**src/rtl/keypad_if.sv**
```systemverilog
// Keypad bus between the raw key/enable source and the debounce encoder.
// master drives the key lines and enable; slave returns the accepted code,
// its valid level and a one-cycle press strobe.
interface keypad_if #(
  parameter int NUM_KEYS = 10,
  parameter int CODE_W   = $clog2(NUM_KEYS)
);
  // No backpressure on this bus. valid is a level that is high while a key is
  // held or releasing; D is stable whenever valid is high. key_strobe pulses
  // once, in the same cycle that valid rises.
  logic                enablen;
  logic [NUM_KEYS-1:0] keypad;
  logic [CODE_W-1:0]   D;
  logic                valid;
  logic                key_strobe;

  modport master (output enablen, keypad, input D, valid, key_strobe);
  modport slave  (input enablen, keypad, output D, valid, key_strobe);
endinterface

```
**src/rtl/keypad_debounce_encoder.sv**
```systemverilog
// Keypad front end: 2-flop synchroniser, priority encoder, debounce FSM and
// one press strobe per accepted key. dbg_state exposes the FSM state.
module keypad_debounce_encoder #(
  parameter int NUM_KEYS        = 10,
  parameter int CODE_W          = $clog2(NUM_KEYS),
  parameter int DEBOUNCE_CYCLES = 4,
  parameter int CNT_W           = $clog2(DEBOUNCE_CYCLES + 1)
) (
  input  logic       clk,
  input  logic       reset,
  keypad_if.slave    kif,
  output logic [1:0] dbg_state
);

  typedef enum logic [1:0] {
    IDLE     = 2'd0,
    DEBOUNCE = 2'd1,
    HELD     = 2'd2,
    RELEASE  = 2'd3
  } state_t;

  localparam logic [CNT_W-1:0] LAST = CNT_W'(DEBOUNCE_CYCLES - 1);

  state_t              state;
  logic [CNT_W-1:0]    cnt;
  logic [NUM_KEYS-1:0] s1, s2;
  logic [CODE_W-1:0]   cand;
  logic [CODE_W-1:0]   code;
  logic                any;

  // Highest pressed index wins, so later iterations override earlier ones.
  always_comb begin
    any  = |s2;
    code = '0;
    for (int i = 0; i < NUM_KEYS; i++) begin
      if (s2[i]) code = CODE_W'(i);
    end
  end

  always_ff @(posedge clk) begin
    if (reset) begin
      s1             <= '0;
      s2             <= '0;
      state          <= IDLE;
      cnt            <= '0;
      cand           <= '0;
      kif.D          <= '0;
      kif.valid      <= 1'b0;
      kif.key_strobe <= 1'b0;
    end else begin
      s1             <= kif.keypad;
      s2             <= s1;
      kif.key_strobe <= 1'b0;
      // Disable parks the FSM but keeps D, so the last accepted digit survives.
      if (kif.enablen) begin
        state     <= IDLE;
        cnt       <= '0;
        kif.valid <= 1'b0;
      end else begin
        case (state)
          IDLE: begin
            kif.valid <= 1'b0;
            if (any) begin
              state <= DEBOUNCE;
              cand  <= code;
              cnt   <= '0;
            end
          end
          DEBOUNCE: begin
            if (!any) begin
              state <= IDLE;
            end else if (code != cand) begin
              cand <= code;
              cnt  <= '0;
            end else if (cnt == LAST) begin
              state          <= HELD;
              kif.D          <= cand;
              kif.valid      <= 1'b1;
              kif.key_strobe <= 1'b1;
            end else begin
              cnt <= cnt + 1'b1;
            end
          end
          HELD: begin
            if (!any) begin
              state <= RELEASE;
              cnt   <= '0;
            end
          end
          RELEASE: begin
            // Keys reappearing here are release bounce: back to HELD, no strobe.
            if (any) begin
              state <= HELD;
            end else if (cnt == LAST) begin
              state     <= IDLE;
              kif.valid <= 1'b0;
            end else begin
              cnt <= cnt + 1'b1;
            end
          end
          default: state <= IDLE;
        endcase
      end
    end
  end

  assign dbg_state = state;

endmodule

```
**src/flat_wrapper.sv**
```systemverilog
// flat-port wrapper written by rule: the top's interface ports become plain ports
module keypad_debounce_encoder_flat 
#(
  parameter int NUM_KEYS        = 10,
  parameter int CODE_W          = $clog2(NUM_KEYS),
  parameter int DEBOUNCE_CYCLES = 4,
  parameter int CNT_W           = $clog2(DEBOUNCE_CYCLES + 1)
)
  (clk, reset, dbg_state, kif_enablen, kif_keypad, kif_D, kif_valid, kif_key_strobe);
  keypad_if #(.NUM_KEYS(NUM_KEYS), .CODE_W(CODE_W)) kif_i ();
  input  logic clk;
  input  logic reset;
  output logic [1:0] dbg_state;
  input wire logic [$bits(kif_i.enablen)-1:0] kif_enablen;
  input wire logic [$bits(kif_i.keypad)-1:0] kif_keypad;
  output wire logic [$bits(kif_i.D)-1:0] kif_D;
  output wire logic [$bits(kif_i.valid)-1:0] kif_valid;
  output wire logic [$bits(kif_i.key_strobe)-1:0] kif_key_strobe;
  assign kif_i.enablen = kif_enablen;
  assign kif_i.keypad = kif_keypad;
  assign kif_D = kif_i.D;
  assign kif_valid = kif_i.valid;
  assign kif_key_strobe = kif_i.key_strobe;
  keypad_debounce_encoder #(.NUM_KEYS(NUM_KEYS), .CODE_W(CODE_W), .DEBOUNCE_CYCLES(DEBOUNCE_CYCLES), .CNT_W(CNT_W)) u_core (.clk(clk), .reset(reset), .kif(kif_i), .dbg_state(dbg_state));
endmodule
```
**config.mk**
```make
export PLATFORM = sky130hd
export DESIGN_NAME = keypad_debounce_encoder_flat
export DESIGN_NICKNAME = d
export VERILOG_FILES = /design/src/rtl/keypad_if.sv /design/src/rtl/keypad_debounce_encoder.sv /design/src/flat_wrapper.sv
export SDC_FILE = /design/constraint.sdc
export NUM_CORES = 1
export LEC_CHECK = 0
export ABC_AREA = 0
export BUFFER_PORTS_ARGS = -buffer_cell sky130_fd_sc_hd__clkbuf_2
export CORE_ASPECT_RATIO = 0.6
export CORE_MARGIN = 3
export CORE_UTILIZATION = 55
export CTS_CLUSTER_SIZE = 40
export DETAILED_ROUTE_END_ITERATION = 7
export PLACE_DENSITY = 0.77
export SYNTH_ARGS = -nofsm -noshare
export SYNTH_HDL_FRONTEND = slang
export SYNTH_SLANG_ARGS = --single-unit
```
**constraint.sdc**
```tcl
create_clock -name clk -period 2.14 [get_ports clk]
set_clock_uncertainty 0.1 [all_clocks]
set_input_delay 0.214 -clock clk [delete_from_list [all_inputs] [get_ports clk]]
set_output_delay 0.214 -clock clk [all_outputs]
set_load 0.01 [all_outputs]
```
==> metrics.yaml <==
global_routing:
  grt-ovfl-total: 0
  grt_pass1_wl_um: 5160
  grt_pass1_vias: 1094
  grt_start_max_net_pins: 35
  antenna_found_initial: 0
  grt_usage_pct: 20.6
worst_setup_path:
  r2r_slack_ns: -0.02
  crit_type: "register to register"
  end_kind: "register"
  r2r_cells: 7
  worstPathArrival_ns: 2.24
  startpoint_type: "register"
  critPathMaxFanout: 7
  crit_required_ns: 2.21
  rr_endpoint: "u_core.cand[1]"
  timing.rr.start: "u_core.s2[8]"
placement:
  gp_congestion: 0.893
  numPortBuffers: 20
  dpl.hpwl_um: 2350
  dp_cells: 218
pwr:
  pwr-share-seq_pct: 47.3
  power.density_mw_per_mm2: 807
  leakagePower_nw: 0.760
  switching_power_uw: 370
  intPower_mw: 1.12
  p_comb_share_pct: 13.9
  power_mw: 1.49
  vdd_drop_max_uv: 614
  power.share.clock_pct: 38.8
  sw_frac_of_total_pct: 24.8
logic_synthesis:
  synth_top_flop_cell: "dfxtp_1"
  yosysWarnings: 0
  synth_edf_count: 0
  netlist_instances: 167
  syn-mean-instance-area_um2: 9.07
  ys_seq_area_share_pct: 46.2
  syn-num-nets: 181
  synth_cell_type_count: 47
  synthesis.area_mm2: 0.00152
  ys_async_sr_fraction_pct: 0
  ys_ff_latch: 35
timing:
  tns_ns: -0.0228
  final.min_clock_period_ns: 2.16
  period_share_pct: 101
  hold_viol: 0
  hold_ws_ns: 0.0323
  maxSlewViolCount: 0
  rsz0062_at_grt: "yes"
  max_freq_mhz: 462
  setup_viol: 1
  relSlewSlack_pct: 64.4
  tightest_slew_ns: 0.531
  fin_ws_ns: -0.0228
hold_path:
  holdPathEnd: "u_core.s1[2]"
  holdPathStages: 2
  hold_start: "kif_keypad[2]"
  hold_path.class: "input pin to register"
detailed_routing:
  firstDrtPassIters: 4
  wirelength_um: 3430
  avgViaCountPerCell: 5.95
  drt_iter0_drc: 220
  vias: 1374
  drt-wirelength-per-cell_um: 14.9
  post-route-drc-count: 0
  ant_nets: 0
cells_and_area:
  layout_common_cells: "dfxtp_1 (33), nor2b_1 (22), clkbuf_2 (20)"
  final_common_cell: "dfxtp_1"
  layout-drive-gt1-share_pct: 27.1
  antennaDiodeCount: 0
  instances_no_fill: 231
  area_growth_pct: 22.1
  nets: 212
clock_tree:
  clk_latency_ns: 0.29
  clockBufferDepth: 2
  tritoncts: "yes"
  cts_root_buffer: "clkbuf_8"
  postCtsHoldBufs: 0
  cts_sinks: 35
  cts_buffers: 5
  clkSlewWorstSetupHoldPaths_ns: 0.07
  htreeDepth: 2
floorplanning:
  ioPinCount: 21
  dieArea_mm2: 0.00344
  core_area_mm2: 0.00256
  fp.dieH_um: 46.7
  start_util_pct: 59.2
  num_rows: 14
  die_w_um: 73.8
status:
  status: "complete, but fails checks"
  violations: "setup timing"
flow_run:
  drv_cap: 0
worst max-delay path, stage by stage (launching register included):
cell       delay [ns]
dfxtp_1          0.38
or2_0            0.25
a2111oi_1        0.47
a211oi_2         0.13
o211ai_1         0.21
buf_4            0.19
nor3_1           0.05
a311o_1          0.28
area by class of cell:
type                            count  area [um^2]
Multi-Input combinational cell    122          801
Fill cell                         201          707
Sequential cell                    35          703
Timing Repair Buffer               31          183
Clock buffer                        5         68.8
Clock inverter                      3         43.8
Tap cell                           32         40.0
Inverter                            3         11.3
power by group through the flow:
stage	registers, mW	logic, mW	clock network (mW)
floorplan	0.711	0.123	0
global placement	0.714	0.163	0
detailed placement	0.716	0.169	0
CTS	0.701	0.182	0.588
global route	0.708	0.224	0.624
finish	0.706	0.208	0.580
logic make-up (layout without fill, tap and decap cells):
family                     after synthesis  in the layout  share of synthesized area, %
AOI/OAI and AO/OA                       32             33                          15.8
xor gates and xnor gates                 1              1                         0.578
adders and majority gates                1              1                         0.826
buffers and inverters                   11             42                          3.55
DFF                                     35             35                          46.2
muxes                                    3              3                          1.98
and+or+nand+nor                         84             84                          31.0
timing repair:
action,in CTS,in global routing
endpoints found under the setup margin,5,13
gates cloned,0,1
pin swaps,1,3
setup buffers,3,1
resized for setup,2,10
per-layer routing:
layer / wire length, um / up-vias / part of all wire (%) / track usage (%)
met1: 1490 / 635 / 43 / 28.3
met3: 386 / 8 / 11 / 6.75
met4: 51 / 0 / 1.5 / 7.58
met5: 0 / - / 0 / 0
li1: - / 664 / - / -
met2: 1500 / 67 / 44 / 29.9
cell usage after synthesis (2+ instances only):
master	instances	area (um^2)
inv_1	3	11.3
nor2_1	14	52.6
o311ai_0	2	17.5
o21ai_0	6	30.0
dfxtp_1	35	701
or3_1	2	12.5
and4_1	2	17.5
o31ai_1	2	15.0
a31oi_1	4	25.0
nor4_1	3	18.8
nand2_1	11	41.3
nor3_1	7	35.0
a31o_2	2	17.5
a211oi_1	2	15.0
mux2i_1	3	30.0
nor2b_1	22	138
nand3_1	3	15.0
clkbuf_1	5	18.8
nand2b_1	9	56.3
a21oi_1	2	10.0
nand4_1	2	12.5
metrics by stage:
stage / instance area, um^2 / util, % / setup WS (ns)
after floorplan: 1520 / - / 0.188
after global placement: 1670 / 65.1 / 0.0523
after detailed placement: 1670 / 65.1 / -0.112
after CTS: 1810 / 70.6 / -0.0139
after global routing: 1850 / 72.4 / -0.0514
final: 1850 / 72.4 / -0.0228
how the worst max path moves through the flow:
stage / startpoint / endpoint / slack, ns / depth (start not counted)
2_1_floorplan: u_core.s2[6] / u_core.cand[1] / 0.19 / 7
3_3_place_gp: u_core.s2[6] / u_core.kif.D[2] / 0.05 / 6
3_5_place_dp: u_core.s2[5] / u_core.kif.D[0] / -0.11 / 6
4_1_cts: u_core.s2[5] / u_core.kif.D[1] / -0.01 / 6
5_1_grt: u_core.s2[5] / u_core.cand[1] / -0.05 / 7
6_report: u_core.s2[8] / u_core.cand[1] / -0.02 / 7
flip-flops by register name (all words and copies together) (netlist names), named ones only:
register / cells
u_core.kif.D: 4
u_core.kif.key_strobe: 1
u_core.s1: 10
u_core.s2: 10
u_core.cand: 4
u_core.cnt: 3
u_core.dbg_state: 1
u_core.kif.valid: 1
Power figures use the tool's default switching activity.
